[config.mk]
export PLATFORM = sky130hd
export DESIGN_NAME = apb_timer_slave
export DESIGN_NICKNAME = d
export VERILOG_FILES = /design/src/rtl/apb_timer_slave.sv
export SDC_FILE = /design/constraint.sdc
export NUM_CORES = 1
export LEC_CHECK = 0
export ABC_AREA = 1
export CAP_MARGIN = 5
export CORE_UTILIZATION = 40
export DETAILED_ROUTE_END_ITERATION = 6
export PLACE_DENSITY = 0.61
export SETUP_SLACK_MARGIN = 0.05
export SLEW_MARGIN = 20
export SYNTH_ARGS = -nofsm -noshare
export SYNTH_HDL_FRONTEND = slang
export SYNTH_SLANG_ARGS = --single-unit
[constraint.sdc]
create_clock -name pclk -period 4.5 [get_ports pclk]
set_input_delay 0.9 -clock pclk [delete_from_list [all_inputs] [get_ports pclk]]
set_output_delay 0.9 -clock pclk [all_outputs]
set_load 0.03 [all_outputs]
[src/rtl/apb_timer_slave.sv]
// APB completer with wait-state insertion, wrapping a prescaled down-counting timer
// with auto-reload, sticky EXPIRED status and a registered level interrupt.
module apb_timer_slave #(
  parameter int unsigned WAIT_STATES = 1,
  parameter int unsigned CNT_W       = 32
) (
  input  logic        pclk,
  input  logic        Reset,
  input  logic        psel,
  input  logic        penable,
  input  logic        pwrite,
  input  logic [4:0]  paddr,
  input  logic [31:0] pwdata,
  output logic [31:0] prdata,
  output logic        pready,
  output logic        pslverr,
  output logic        irq
);

  localparam int unsigned WAIT_W  = 4;
  localparam int unsigned CMP_W   = 5;
  localparam int unsigned PRESC_W = 16;

  typedef enum logic [1:0] {
    IDLE   = 2'd0,
    SETUP  = 2'd1,
    ACCESS = 2'd2
  } state_t;

  state_t              state_q, state_d;
  logic [WAIT_W-1:0]   wait_q, wait_d;
  logic [CMP_W-1:0]    wait_inc;
  logic                ready_d;
  logic                pslverr_d;
  logic [31:0]         prdata_d;

  logic                ctrl_en, ctrl_auto, ctrl_irq_en;
  logic [PRESC_W-1:0]  presc_q, presc_cnt_q;
  logic [CNT_W-1:0]    load_q, count_q;
  logic                expired_q;

  logic [2:0]          reg_idx;
  logic                mapped_c;
  logic                access_c, complete_c;
  logic                wr_ctrl, wr_presc, wr_load, wr_stat;
  logic                tick_c, eff_tick_c, at_zero_c, expire_c;
  logic [31:0]         rd_data_c;
  logic                addr_unused;

  assign addr_unused = ^paddr[1:0];

  assign reg_idx    = paddr[4:2];
  assign mapped_c   = (reg_idx <= 3'd4);
  // A data phase only counts when it follows a setup phase.
  assign access_c   = psel & penable & (state_q != IDLE);
  assign complete_c = access_c & pready;

  assign wr_ctrl  = complete_c & pwrite & (reg_idx == 3'd0);
  assign wr_presc = complete_c & pwrite & (reg_idx == 3'd1);
  assign wr_load  = complete_c & pwrite & (reg_idx == 3'd2);
  assign wr_stat  = complete_c & pwrite & (reg_idx == 3'd4);

  assign tick_c     = ctrl_en & (presc_cnt_q == presc_q);
  // Register writes to CTRL or LOAD pre-empt a coincident tick.
  assign eff_tick_c = tick_c & ~wr_ctrl & ~wr_load;
  assign at_zero_c  = (count_q == '0);
  assign expire_c   = eff_tick_c & at_zero_c;

  always_comb begin
    rd_data_c = '0;
    case (reg_idx)
      3'd0:    rd_data_c = 32'({ctrl_irq_en, ctrl_auto, ctrl_en});
      3'd1:    rd_data_c = 32'(presc_q);
      3'd2:    rd_data_c = 32'(load_q);
      3'd3:    rd_data_c = 32'(count_q);
      3'd4:    rd_data_c = 32'(expired_q);
      default: rd_data_c = '0;
    endcase
  end

  // Bus FSM next state and the response for the following cycle.
  always_comb begin
    state_d  = IDLE;
    wait_d   = '0;
    ready_d  = 1'b0;
    wait_inc = CMP_W'(wait_q) + CMP_W'(1);
    if (psel && !penable) begin
      state_d = SETUP;
      ready_d = (WAIT_STATES == 0);
    end else if (access_c && !pready) begin
      state_d = ACCESS;
      wait_d  = WAIT_W'(wait_inc);
      ready_d = (wait_inc >= CMP_W'(WAIT_STATES));
    end
    pslverr_d = ready_d & ~mapped_c;
    prdata_d  = (ready_d && !pwrite) ? rd_data_c : '0;
  end

  always_ff @(posedge pclk) begin
    if (Reset) begin
      state_q <= IDLE;
      wait_q  <= '0;
      pready  <= 1'b0;
      pslverr <= 1'b0;
      prdata  <= '0;
    end else begin
      state_q <= state_d;
      wait_q  <= wait_d;
      pready  <= ready_d;
      pslverr <= pslverr_d;
      prdata  <= prdata_d;
    end
  end

  always_ff @(posedge pclk) begin
    if (Reset) begin
      ctrl_en     <= 1'b0;
      ctrl_auto   <= 1'b0;
      ctrl_irq_en <= 1'b0;
      presc_q     <= '0;
      load_q      <= '0;
    end else begin
      if (wr_ctrl) begin
        ctrl_en     <= pwdata[0];
        ctrl_auto   <= pwdata[1];
        ctrl_irq_en <= pwdata[2];
      end else if (expire_c && !ctrl_auto) begin
        ctrl_en <= 1'b0;
      end
      if (wr_presc) presc_q <= pwdata[PRESC_W-1:0];
      if (wr_load)  load_q  <= pwdata[CNT_W-1:0];
    end
  end

  // Prescaler, counter, status and interrupt.
  always_ff @(posedge pclk) begin
    if (Reset) begin
      presc_cnt_q <= '0;
      count_q     <= '0;
      expired_q   <= 1'b0;
      irq         <= 1'b0;
    end else begin
      if (!ctrl_en || wr_load || tick_c) presc_cnt_q <= '0;
      else                               presc_cnt_q <= presc_cnt_q + PRESC_W'(1);

      if (wr_load) begin
        count_q <= pwdata[CNT_W-1:0];
      end else if (eff_tick_c) begin
        if (!at_zero_c)     count_q <= count_q - CNT_W'(1);
        else if (ctrl_auto) count_q <= load_q;
      end

      expired_q <= expire_c | (expired_q & ~(wr_stat & pwdata[0]));
      irq       <= expired_q & ctrl_irq_en;
    end
  end

endmodule
==> run_results.csv <==
group,metric,value,unit
status,status,"complete, no violations",
timing,final.period_utilization,0.7005,
flow_run,drv_cap,0,
floorplanning,die_w,136.9,µm
place,gp_congestion,0.9337,
worst_setup_path,cp-start-kind,"input pin",
synthesis,ys_seq_area_frac,0.3878,
timing,fmax,317.2,MHz
floorplanning,start_util,0.4151,
detailed_routing,routedWlPerCell,14.72,µm
synthesis,synth_nets,1181,
worst_setup_path,worstPathRequired,4810,ps
worst_setup_path,crit_type,"input pin to flip-flop",
synthesis,ys_top_cells_by_count,"nand2_1, nor2_1, dfxtp_1",
clocking,cts_num_sinks,141,
finish,diodes,0,
clocking,cts_resized,0,
synthesis,synth_top_area_cell,"dfxtp_1",
clocking,clock_path_buffers,2,
clocking,hold_buffers,0,
global_routing,overflow,0,
synthesis,yosys_warnings,0,
synthesis,synth_edf_count,0,
global_routing,grt_pass1_vias,6708,
clocking,cts.clk_slew.worst_paths,60,ps
timing,skew,6.341,ps
worst_setup_path,crit_fanout,47,
finish,final_core_util,0.5003,
timing,fin_setup_tns,0,ps
timing,rsz0062_at_grt,"false",
timing,fin_crit,3152,ps
synthesis,synthMostInstantiatedCell,"nand2_1",
synthesis,ys_ff_latch,141,
floorplanning,io_pins,77,
timing,slew_headroom,0.3613,
worst_setup_path,worst-endpoint-arrival,3470,ps
clocking,clkLatencyLatePin,430,ps
synthesis,async_flop_share,0,
floorplanning,fp.dieH,136.9,µm
clocking,htree_levels,4,
pwr,power_density,321.4,nW/µm²
global_routing,grt_use_total,0.2408,
worst_hold_path,hp-class,"flip-flop to flip-flop",
detailed_routing,drc,0,
global_routing,grt_max_degree,53,
clocking,cts_buffers,17,
synthesis,netlist_area,7279,µm²
synthesis,synth.top_cell.area_share,0.3878,
detailed_routing,ant_nets,0,
finish,nNetsFinal,1243,
clocking,cts_setup_buffers,0,
place,port_buffers,74,
finish,layout-drive-gt1-share,0.05294,
global_routing,grt_pass1_wl,34.74,mm
synthesis,synthCells,1134,
pwr,power_leakage,4.061,nW
place,dp_hpwl,14.88,mm
detailed_routing,first_iter_violations,529,
worst_setup_path,cp-end-kind,"flip-flop",
clocking,cts_tree,"yes",
timing,slew_viol_final,0,
detailed_routing,vias,7172,
pwr,totalPowerFinal,2.819,mW
clocking,clockRootBuffer,"clkbuf_16",
detailed_routing,drt-total-wl,21.11,mm
detailed_routing,via_per_inst,5.001,
global_routing,antenna_found_initial,0,
timing,worst_pin_slew,954.5,ps
synthesis,avgSynthCellArea,6.419,µm²
timing,setup_viol,0,
floorplanning,rows,48,
synthesis,yosys.cell_types.count,41,
detailed_routing,drt_first_pass_iters,6,
synthesis,ys.flop_type,"dfxtp_1",
floorplanning,core_area,17540,µm²
timing,finalHoldViolCount,0,
floorplanning,die-area,18740,µm²
synthesis,synthTopCellsByArea,"dfxtp_1, nand2_1, nor2_1, inv_1, nand3_1",
finish,syn_to_final_growth,20.52,%
pwr,peakVddDrop,0.2447,mV
## critical path, cell delays in order
cell and delay (ps):
clkdlybuf4s50_1 520, nor2_1 190, nand2_2 180, nor2_4 310, inv_2 190, nand2_2 410, nand2_4 430, nor2_1 240
nor2_1 70
## registers in the layout, summed over array words and instances, names as in the netlist
register / flops
prdata: 32
presc_q: 16
pslverr: 1
state_q: 2
pready: 1
load_q: 32
count_q: 32
presc_cnt_q: 16
ctrl_irq_en: 1
wait_q: 4
expired_q: 1
irq: 1
ctrl_auto: 1
ctrl_en: 1
## final timing paths
| kind | start | end | slack [ps] | cells after the start |
|---|---|---|---|---|
| setup / recovery | paddr[4] | count_q[17] | 1350 | 9 |
| hold / removal | wait_q[0] | wait_q[0] | 460 | 1 |
| setup reg to reg | count_q[0] | count_q[30] | 1790 | 13 |
| hold reg to reg | wait_q[0] | wait_q[0] | 460 | 1 |
## power breakdown
group	internal (mW)	switching, mW	total [mW]
Sequential	1.25	0.000318	1.25
Clock	0.898	0.592	1.49
Combinational	0.0366	0.0445	0.0811
## final cells by class
cell class | count | area, µm²
fillers | 1849 | 8763
multi-input cells | 816 | 3725
flip-flops and latches | 141 | 2823
repair buffers | 83 | 808.3
inverters | 137 | 514.2
clock buffers | 18 | 439.2
well taps | 225 | 281.5
clock inverters | 14 | 182.7
## kinds of logic after synthesis
| kind of cell | Yosys count | synth area share |
|---|---|---|
| simple gates | 649 | 0.3714 |
| buf+inv | 177 | 0.1005 |
| compound gates | 147 | 0.1136 |
| flops | 141 | 0.3878 |
| xor+xnor | 15 | 0.01805 |
| fa+ha+maj | 5 | 0.008594 |
## placed cells by master (no fill, tap or decap), types with 2 or more instances in the layout
| master | synthesis | routed |
|---|---|---|
| nand2_1 | 310 | 310 |
| nor2_1 | 214 | 214 |
| dfxtp_1 | 141 | 141 |
| inv_1 | 131 | 131 |
| clkdlybuf4s50_1 | 0 | 74 |
| nand3_1 | 70 | 70 |
| a21oi_1 | 64 | 64 |
| o21ai_0 | 45 | 45 |
| clkbuf_16 | 0 | 17 |
| a22oi_1 | 16 | 16 |
| nand4_1 | 13 | 13 |
| nor3_1 | 11 | 11 |
| xor2_1 | 10 | 10 |
| o22ai_1 | 10 | 10 |
| buf_4 | 2 | 9 |
| a221oi_1 | 7 | 7 |
| nor2_2 | 7 | 7 |
| nor3b_1 | 6 | 6 |
| inv_2 | 5 | 5 |
| xnor2_1 | 5 | 5 |
| ha_1 | 5 | 5 |
| inv_6 | 0 | 5 |
| nand3b_1 | 3 | 3 |
| nand2_2 | 3 | 3 |
| nand2_4 | 3 | 3 |
| bufinv_16 | 0 | 3 |
| clkinvlp_4 | 0 | 3 |
| clkinv_4 | 0 | 3 |
| and2_0 | 2 | 2 |
| nor3_2 | 2 | 2 |
## through the flow
| step | setup WS (ps) | area [µm²] | hold WS [ps] | cells |
|---|---|---|---|---|
| final | 1348 | 8773 | 461.4 | 1434 |
| after global placement | 961.9 | 8152 | 448.4 | 1402 |
| after global routing | 1046 | 8773 | 493.0 | 1434 |
| after detailed placement | 929.6 | 8152 | 449.4 | 1402 |
| after floorplan | 2184 | 7279 | 429.7 | 1134 |
| after CTS | 1381 | 8773 | 464.8 | 1434 |
## metal layers
| layer | routed length, µm | global-route usage |
|---|---|---|
| met4 | 259 | 0.07021 |
| met1 | 10490 | 0.3442 |
| met5 | 0 | 0 |
| met3 | 1155 | 0.03407 |
| met2 | 9204 | 0.3742 |
No activity file was read; power rests on OpenSTA's default activity.
